===== src/rtl/pipeline_tracker_pkg.sv =====
`default_nettype none
// ============================================================================
// Module  : pipeline_tracker_pkg
// Brief   : Shared types for the pipeline tracker: stage entry header,
//           stage control opcodes and the saturating stall-count helper.
// Rev     : 1.0
// ============================================================================
package pipeline_tracker_pkg;

    localparam int STALL_CNT_W = 8;

    typedef logic [STALL_CNT_W-1:0] stall_cnt_t;

    typedef enum logic [1:0] {
        OP_LOAD   = 2'd0,
        OP_HOLD   = 2'd1,
        OP_BUBBLE = 2'd2,
        OP_SQUASH = 2'd3
    } stage_op_t;

    // Width-independent part of a stage entry; pc/seq/fetch_cycle travel
    // alongside because their widths are per-instance parameters.
    typedef struct packed {
        logic       valid;
        stall_cnt_t stall_cnt;
    } entry_hdr_t;

    function automatic stall_cnt_t stall_sat_inc(input stall_cnt_t cnt);
        return (cnt == '1) ? cnt : cnt + stall_cnt_t'(1);
    endfunction

endpackage
`default_nettype wire


===== src/rtl/pipeline_tracker_stage.sv =====
`default_nettype none
// ============================================================================
// Module  : pipeline_tracker_stage
// Brief   : One tracked pipeline stage register with load/hold/bubble/squash.
// Rev     : 1.0
// ============================================================================
module pipeline_tracker_stage
    import pipeline_tracker_pkg::*;
#(
    parameter int PC_W  = 16,
    parameter int CYC_W = 32
) (
    input  logic             clk,
    input  logic             rst,
    input  stage_op_t        i_op,
    input  entry_hdr_t       i_hdr,
    input  logic [PC_W-1:0]  i_pc,
    input  logic [CYC_W-1:0] i_seq,
    input  logic [CYC_W-1:0] i_fcyc,
    output entry_hdr_t       o_hdr,
    output logic [PC_W-1:0]  o_pc,
    output logic [CYC_W-1:0] o_seq,
    output logic [CYC_W-1:0] o_fcyc
);

    entry_hdr_t       r_hdr;
    logic [PC_W-1:0]  r_pc;
    logic [CYC_W-1:0] r_seq;
    logic [CYC_W-1:0] r_fcyc;

    always_ff @(posedge clk or posedge rst) begin
        if (rst) begin
            r_hdr  <= '0;
            r_pc   <= '0;
            r_seq  <= '0;
            r_fcyc <= '0;
        end else begin
            case (i_op)
                OP_LOAD: begin
                    r_hdr  <= i_hdr;
                    r_pc   <= i_pc;
                    r_seq  <= i_seq;
                    r_fcyc <= i_fcyc;
                end
                OP_HOLD: begin
                    if (r_hdr.valid) begin
                        r_hdr.stall_cnt <= stall_sat_inc(r_hdr.stall_cnt);
                    end
                end
                OP_BUBBLE: begin
                    r_hdr.valid <= 1'b0;
                end
                default: begin
                    r_hdr  <= '0;
                    r_pc   <= '0;
                    r_seq  <= '0;
                    r_fcyc <= '0;
                end
            endcase
        end
    end

    assign o_hdr  = r_hdr;
    assign o_pc   = r_pc;
    assign o_seq  = r_seq;
    assign o_fcyc = r_fcyc;

endmodule
`default_nettype wire


===== src/rtl/pipeline_tracker.sv =====
`default_nettype none
// ============================================================================
// Module  : pipeline_tracker
// Brief   : Tracks instructions through an in-order pipeline with stall and
//           flush, reporting per-instruction latency and aggregate counters.
// Rev     : 1.0
// ============================================================================
module pipeline_tracker
    import pipeline_tracker_pkg::*;
#(
    parameter int NUM_STAGES  = 5,
    parameter int STALL_STAGE = 1,
    parameter int FLUSH_DEPTH = 2,
    parameter int PC_W        = 16,
    parameter int CYC_W       = 32
) (
    input  logic                              clk,
    input  logic                              rst,
    input  logic                              fetch_valid,
    input  logic [PC_W-1:0]                   fetch_pc,
    input  logic                              stall,
    input  logic                              flush,
    output logic                              retire_valid,
    output logic [PC_W-1:0]                   retire_pc,
    output logic [CYC_W-1:0]                  retire_seq,
    output logic [CYC_W-1:0]                  retire_latency,
    output logic [STALL_CNT_W-1:0]            retire_stalls,
    output logic [$clog2(NUM_STAGES+1)-1:0]   in_flight,
    output logic [CYC_W-1:0]                  retire_count,
    output logic [CYC_W-1:0]                  flush_count
);

    localparam int IF_W = $clog2(NUM_STAGES + 1);
    localparam int LAST = NUM_STAGES - 1;

    logic [CYC_W-1:0] r_cycle;
    logic [CYC_W-1:0] r_next_seq;
    logic [CYC_W-1:0] r_retire_count;
    logic [CYC_W-1:0] r_flush_count;

    logic             w_accept;
    logic [IF_W-1:0]  w_in_flight;
    logic [CYC_W-1:0] w_squashed;

    stage_op_t        w_op      [NUM_STAGES];
    entry_hdr_t       w_in_hdr  [NUM_STAGES];
    logic [PC_W-1:0]  w_in_pc   [NUM_STAGES];
    logic [CYC_W-1:0] w_in_seq  [NUM_STAGES];
    logic [CYC_W-1:0] w_in_fcyc [NUM_STAGES];
    entry_hdr_t       w_hdr     [NUM_STAGES];
    logic [PC_W-1:0]  w_pc      [NUM_STAGES];
    logic [CYC_W-1:0] w_seq     [NUM_STAGES];
    logic [CYC_W-1:0] w_fcyc    [NUM_STAGES];

    assign w_accept = fetch_valid && !stall && !flush;

    // Flush outranks stall; the stage just past the affected region takes a bubble.
    always_comb begin
        for (int k = 0; k < NUM_STAGES; k++) begin
            w_op[k] = OP_LOAD;
            if (flush) begin
                if (k < FLUSH_DEPTH) begin
                    w_op[k] = OP_SQUASH;
                end else if (k == FLUSH_DEPTH) begin
                    w_op[k] = OP_BUBBLE;
                end
            end else if (stall) begin
                if (k <= STALL_STAGE) begin
                    w_op[k] = OP_HOLD;
                end else if (k == STALL_STAGE + 1) begin
                    w_op[k] = OP_BUBBLE;
                end
            end
        end
    end

    for (genvar k = 0; k < NUM_STAGES; k++) begin : g_stage
        if (k == 0) begin : g_fetch
            // fetch_cycle is the cycle the entry spends in stage 0, so the
            // minimum retire latency comes out as NUM_STAGES-1.
            assign w_in_hdr[k]  = '{valid: w_accept, stall_cnt: '0};
            assign w_in_pc[k]   = fetch_pc;
            assign w_in_seq[k]  = r_next_seq;
            assign w_in_fcyc[k] = r_cycle + CYC_W'(1);
        end else begin : g_chain
            assign w_in_hdr[k]  = w_hdr[k-1];
            assign w_in_pc[k]   = w_pc[k-1];
            assign w_in_seq[k]  = w_seq[k-1];
            assign w_in_fcyc[k] = w_fcyc[k-1];
        end

        pipeline_tracker_stage #(
            .PC_W  (PC_W),
            .CYC_W (CYC_W)
        ) u_stage (
            .clk    (clk),
            .rst    (rst),
            .i_op   (w_op[k]),
            .i_hdr  (w_in_hdr[k]),
            .i_pc   (w_in_pc[k]),
            .i_seq  (w_in_seq[k]),
            .i_fcyc (w_in_fcyc[k]),
            .o_hdr  (w_hdr[k]),
            .o_pc   (w_pc[k]),
            .o_seq  (w_seq[k]),
            .o_fcyc (w_fcyc[k])
        );
    end

    always_comb begin
        w_in_flight = '0;
        w_squashed  = '0;
        for (int k = 0; k < NUM_STAGES; k++) begin
            w_in_flight = w_in_flight + IF_W'(w_hdr[k].valid);
            if (flush && (k < FLUSH_DEPTH)) begin
                w_squashed = w_squashed + CYC_W'(w_hdr[k].valid);
            end
        end
    end

    always_ff @(posedge clk or posedge rst) begin
        if (rst) begin
            r_cycle        <= '0;
            r_next_seq     <= '0;
            r_retire_count <= '0;
            r_flush_count  <= '0;
        end else begin
            r_cycle       <= r_cycle + CYC_W'(1);
            r_flush_count <= r_flush_count + w_squashed;
            if (w_accept) begin
                r_next_seq <= r_next_seq + CYC_W'(1);
            end
            if (w_hdr[LAST].valid) begin
                r_retire_count <= r_retire_count + CYC_W'(1);
            end
        end
    end

    assign retire_valid   = w_hdr[LAST].valid;
    assign retire_pc      = w_pc[LAST];
    assign retire_seq     = w_seq[LAST];
    assign retire_stalls  = w_hdr[LAST].stall_cnt;
    assign retire_latency = r_cycle - w_fcyc[LAST];
    assign in_flight      = w_in_flight;
    assign retire_count   = r_retire_count;
    assign flush_count    = r_flush_count;

endmodule
`default_nettype wire

===== config.mk =====
export PLATFORM = sky130hd
export DESIGN_NAME = pipeline_tracker
export DESIGN_NICKNAME = d
export VERILOG_FILES = /design/src/rtl/pipeline_tracker_pkg.sv /design/src/rtl/pipeline_tracker_stage.sv /design/src/rtl/pipeline_tracker.sv
export SDC_FILE = /design/constraint.sdc
export NUM_CORES = 1
export LEC_CHECK = 0
export BUFFER_PORTS_ARGS = -buffer_cell sky130_fd_sc_hd__buf_2
export CAP_MARGIN = 20
export CORE_ASPECT_RATIO = 1.25
export CORE_MARGIN = 2
export CORE_UTILIZATION = 30
export DETAILED_ROUTE_END_ITERATION = 8
export PLACE_DENSITY = 0.48
export SLEW_MARGIN = 20
export SYNTH_ARGS = -nofsm -noshare
export SYNTH_HDL_FRONTEND = slang
export SYNTH_SLANG_ARGS = --single-unit

===== constraint.sdc =====
create_clock -name clk -period 21.4 [get_ports clk]
set_input_delay 3.21 -clock clk [delete_from_list [all_inputs] [get_ports clk]]
set_output_delay 3.21 -clock clk [all_outputs]
set_load 0.01 [all_outputs]

=== After elaboration in Yosys (flattened, before gate mapping) ===
Cells that the tools add are included.

* Latch bits: 0
* ROM bits: 0
* Input bits: 21
* Output and inout port bits: 156
* Memories: 0
* Register bits after elaboration: 573
* Memory bits (writable): 0

* Order comparisons: 0
* Multiply operators: 0
* Eq/ne operators: 13
* Mux-type cells: 27
* Divide/modulo/power cells: 0
* Add/subtract/negate cells: 13
* Shift-type cells: 0
* Reductions and logical operators: 11
* Bitwise operators: 2

{| class="wikitable"
|+ Operator list
! kind !! number
|-
| 32-bit one-hot mux with 2 select lines || 6
|-
| 32-bit by 1-bit adder with 32-bit output (second input constant) || 3
|-
| 16-bit one-hot mux with 2 select lines || 3
|-
| 8-bit two-way mux || 6
|-
| 8-bit one-hot mux with 3 select lines || 2
|-
| 32-bit by 1-bit adder with 32-bit output || 1
|-
| 32-bit adder || 1
|-
| 32-bit two-way mux || 1
|-
| 32-bit subtractor || 1
|-
| 8-bit by 1-bit adder with 8-bit output (second input constant) || 3
|-
| 8-bit == test (second input constant) || 3
|-
| 8-bit one-hot mux with 2 select lines || 1
|-
| 3-bit AND reduction || 3
|-
| 3-bit by 1-bit adder with 3-bit output || 2
|-
| 2-bit two-way mux || 3
|-
| 2-bit by 1-bit inequality test with 1-bit output (second input constant) || 3
|-
| 2-bit inequality test (second input constant) || 3
|-
| 1-bit one-hot mux with 2 select lines || 3
|-
| 2-bit by 1-bit == test with 1-bit output (second input constant) || 2
|-
| 2-bit == test (second input constant) || 2
|-
| 2-bit zero test || 2
|-
| 2-bit OR reduction || 2
|-
| 2-bit by 1-bit adder with 3-bit output || 1
|-
| 1-bit by 1-bit adder with 2-bit output || 1
|-
| other kinds (4) || 8
|}

=== Logic depth before layout (Yosys ltp) ===
* Word-level depth: 5
* Gate-level depth with buffers: 11
* Mapped depth without buffers: 10

=== Hierarchy ===
Synthesis repeated with hierarchy kept, for this count alone.

* Cell total of the unflattened synthesis: 2038
* Area total of the unflattened synthesis: 24822.6 um^2

{| class="wikitable"
|+ By module, submodules not included
! module !! cells each !! area each (um^2) !! seq. area each (um^2) !! instances
|-
| pipeline_tracker_stage (g_stage[0].u_stage ...) || 256 || 3438.3 || 2227.1 || 3
|-
| pipeline_tracker || 764 || 7661.1 || 3203.1 || 1
|-
| pipeline_tracker_stage (g_stage[3].u_stage ...) || 253 || 3423.3 || 2227.1 || 2
|}

=== Least setup slack after synthesis ===
OpenSTA, ideal clock, no wires.

* Kind: input-to-reg
* From: input port flush
* To: register r_flush_count[26], in the netlist flush_count[26]
* Path buffers: 1
* Arrival: 5.551 ns
* Stages: 11
* Path slack: 15.723 ns
* Library setup time: 0.126 ns
* Data required time: 21.274 ns
* Cell sequence: clkbuf_1 and2_1 ha_1 and2_1 ha_1 inv_1 fa_1 or3_1 nor3_2 nand3_1 xnor2_1

* Longest elaborated chain between the ends: 4

{| class="wikitable"
|+ Ends and longest elaborated chain
! element !! RTL line !! text
|-
| from (decl) || pipeline_tracker.sv:22 || <nowiki>input logic flush,</nowiki>
|-
| 1-bit two-way mux || pipeline_tracker.sv:115 || <nowiki>if (flush && (k < FLUSH_DEPTH)) begin</nowiki>
|-
| 32-bit by 1-bit adder with 32-bit output || pipeline_tracker.sv:116 || <nowiki>w_squashed = w_squashed + CYC_W'(w_hdr[k].valid);</nowiki>
|-
| 32-bit two-way mux (*) || pipeline_tracker.sv:115 ||
|-
| 32-bit adder (*) || pipeline_tracker.sv:129 || <nowiki>r_flush_count <= r_flush_count + w_squashed;</nowiki>
|-
| to (signal assigned) || pipeline_tracker.sv:129 ||
|-
| to (decl) || pipeline_tracker.sv:39 || <nowiki>logic [CYC_W-1:0] r_flush_count;</nowiki>
|}

Every way passes the cells marked *; elsewhere a longest branch is shown, timed or not.
A chain may end at the register's enable or synchronous reset.

=== Worst setup path in the final report ===
* From: register r_cycle[0]
* To: output port retire_latency[28]

* Longest elaborated chain between the ends: 1

{| class="wikitable"
|+ Ends and longest elaborated chain
! element !! RTL line !! text
|-
| from (decl) || pipeline_tracker.sv:36 || <nowiki>logic [CYC_W-1:0] r_cycle;</nowiki>
|-
| from (signal assigned) || pipeline_tracker.sv:128 || <nowiki>r_cycle <= r_cycle + CYC_W'(1);</nowiki>
|-
| 32-bit subtractor || pipeline_tracker.sv:143 || <nowiki>assign retire_latency = r_cycle - w_fcyc[LAST];</nowiki>
|-
| to (decl) || pipeline_tracker.sv:26 || <nowiki>output logic [CYC_W-1:0] retire_latency,</nowiki>
|}

Every way passes these cells.

==> out/qor.yml <==
final_layout:
  seq_area_sq_mm: 0.0143
  fin_nets: 1973
  final_cells: 2916
  drive_gt1_share_pct: 20.2
  synthToLayoutAreaGrowth_pct: 18.2
  antennaDiodeCount: 0
  fillers: 7175
  multi_input_area_sq_mm: 0.00750
pwr:
  power_mw: 2.33
  power_density_mw_per_mm2: 88.7
  irDropWorstVdd_mv: 0.0519
  p_leak_nw: 13.5
synthesis:
  synth-edff-count: 0
  synth_top_cell_area_share_pct: 64.4
  netlist_area_sq_mm: 0.0223
  synth_top_area_cell: "dfrtp_1"
  yosys-top-cells-area: "dfrtp_1 (64%), mux2i_1 (6.4%), mux2_2 (4.6%)"
  async_flop_share_pct: 100
  synth_nets: 1783
  yosysWarnings: 0
  netlist_instances: 1718
  ys.flop_type: "dfrtp_1"
  synth-seq-cells: 573
  synth_area_per_cell_sq_um: 13.0
  synth-seq-area-share_pct: 64.4
  yosys.cell_types.count: 64
clock_network:
  cts_max_path_buffers: 3
  clk_latency_ns: 0.61
  ctsRootBufferMaster: "clkbuf_16"
  cts_buffers: 58
  clock_sinks: 573
  post_cts_buffers: 0
  cts-hold-fix-buffers: 0
  htreeDepth: 2
  clkTransAtPathRegs_ns: 0.07
  cts-resized-gates: 0
  tritoncts: "built"
floorplanning:
  rows: 111
  core_sq_mm: 0.0733
  dieArea_sq_mm: 0.0764
  pin_count: 177
  die_w_um: 248
  start_util_pct: 30.3
  die_h_um: 308
sta:
  finalSetupViolations: 0
  finalHoldViolations: 0
  worstMarginPinSlew_ns: 1.04
  slew_viol_final: 0
  fmax_mhz: 145
  fin_crit_ns: 6.92
  rsz0062_at_grt: "no"
  max_slew_margin_pct: 30.8
  fin_crit_sh_pct: 32.3
  fin_skew_ns: 0.0147
  fin_setup_tns_ns: 0
worst_setup_path:
  ff2ff_path_depth: 10
  critPathCaptureType: "output port"
  regToRegEndpoint: "flush_count[26]"
  start_kind: "register"
  crit_type: "reg -> out"
  critPathArrivalTime_ns: 3.71
  r2r_start: "g_stage[0].u_stage.o_hdr[8]"
  worstPathRequired_ns: 18.19
  ff2ff_setup_slack_ns: 18.18
  critical_path.max_fanout: 6
global_routing:
  met2_usage_pct: 21.4
  antenna_found_initial: 1
  grtUsageMet3_pct: 2.29
  grt_max_degree: 170
  track_usage_pct: 13.0
  grt_pass1_wl_um: 79500
  grt_overflow: 0
  first_global_vias: 14300
  grt.met1_usage_pct: 17.3
  grt-busiest-layer: "met2"
min_path:
  whs_path_depth: 0
  min_to: "g_stage[4].u_stage.o_fcyc[30]"
  min_path_type: "reg -> reg"
  min_from: "g_stage[3].u_stage.o_fcyc[30]"
outcome:
  status: "complete, no violations"
detailed_routing:
  vias: 13200
  final_antenna_net_count: 0
  drt_iter0_markers: 897
  drcViolationCount: 0
  dr.pass1.iters: 4
  wl_per_cell_um: 16.6
  routed_via_density: 4.53
  routed_wl_um: 48500
placed_design:
  gp_congestion: 0.790
  hpwl_um: 31400
  port_buffers: 176
  dpl.cell_count: 2807
job:
  max_cap_violations: 0
==> cells in the mapped netlist, types with 40 or more instances <==
library cell    n
inv_1          47
xor2_1         55
mux2_2         91
mux2i_1       142
dfrtp_1       573
a21oi_1        41
clkbuf_1       42
nor2_1        198
ha_1           40
nand3_1        63
nand2_1        89
xnor2_1       104
==> metal layers <==
layer / wire, um / share of wire, %
met5: 7 / 0.014
met4: 1250 / 2.6
met3: 1690 / 3.5
met2: 23500 / 48
met1: 22100 / 46
==> worst max-delay path by stage <==
stage	startpoint	endpoint	slack [ns]	depth (start not counted)
global placement	rst	g_stage[4].u_stage.o_hdr[6]	14.68	5
finish	r_cycle[0]	retire_latency[28]	14.48	11
floorplan	rst	flush_count[0]	2.16	1
detailed placement	rst	g_stage[2].u_stage.o_hdr[6]	14.55	5
CTS	r_cycle[0]	retire_latency[28]	14.34	11
global route	r_cycle[0]	retire_latency[28]	14.10	11
==> stage by stage <==
stage	setup slack [ns]	hold slack, ns	utilization, %	instance area [sq um]
finish	14.48	0.340	35.9	26300
detailed placement	14.55	0.335	33.0	24200
global route	14.10	0.346	35.9	26300
global placement	14.68	0.333	33.0	24200
CTS	14.34	0.344	35.8	26300
floorplan	2.16	0.331	-	22300
==> report_power, final <==
part	internal [mW]	switching, mW	total (mW)
Clock	0.639	0.431	1.07
Combinational	0.0487	0.0817	0.130
Sequential	1.11	0.0202	1.13
==> sequential cells by signal (all words and copies together) (netlist names) <==
name and cells:
flush_count 32, g_stage.u_stage.o_fcyc 160, g_stage.u_stage.o_hdr 45, g_stage.u_stage.o_pc 80, g_stage.u_stage.o_seq 160, r_cycle 32, r_next_seq 32, retire_count 32
==> critical path: stages (launching register included) <==
cell and delay [ns]:
dfrtp_1 0.46, inv_1 0.10, ha_1 0.23, fa_1 0.41, nor2b_1 0.19, o2111ai_1 0.18, a211oi_1 0.31, nor2_1 0.16
o21ai_0 0.58, a221oi_1 0.19, xnor2_1 0.16, buf_2 0.14
==> kinds of logic after synthesis <==
kind of cell    Yosys count  synth area share (%)
flops                   573                  64.4
simple gates            470                  9.84
mux                     233                  11.0
xor+xnor                159                  6.26
compound gates          132                  3.98
buf+inv                 107                  1.88
fa+ha+maj                44                  2.61
==> cell type report <==
cell class	count	area share (%)
Timing Repair Buffer	189	3.89
Inverter	48	0.714
Multi-Input combinational cell	1038	28.5
Clock buffer	82	6.47
Sequential cell	573	54.5
Tap cell	960	4.57
Clock inverter	26	1.29
==> layout by cell type (no fill, tap or decap), drive strengths merged, types with 10 or more instances in the layout <==
| master | netlist | layout |
|---|---|---|
| mux2i | 142 | 142 |
| xor2 | 55 | 55 |
| o21ai | 25 | 25 |
| nor3 | 18 | 18 |
| nand3 | 64 | 64 |
| and3 | 28 | 28 |
| buf | 16 | 188 |
| xnor2 | 104 | 104 |
| mux2 | 91 | 91 |
| and4 | 10 | 10 |
| nand4 | 28 | 28 |
| ha | 40 | 40 |
| dfrtp | 573 | 573 |
| clkinv | 0 | 14 |
| nor2 | 198 | 198 |
| a21oi | 43 | 43 |
| inv | 48 | 51 |
| nand2 | 89 | 89 |
| clkbuf | 43 | 83 |
(Power assumes the default switching activity.)
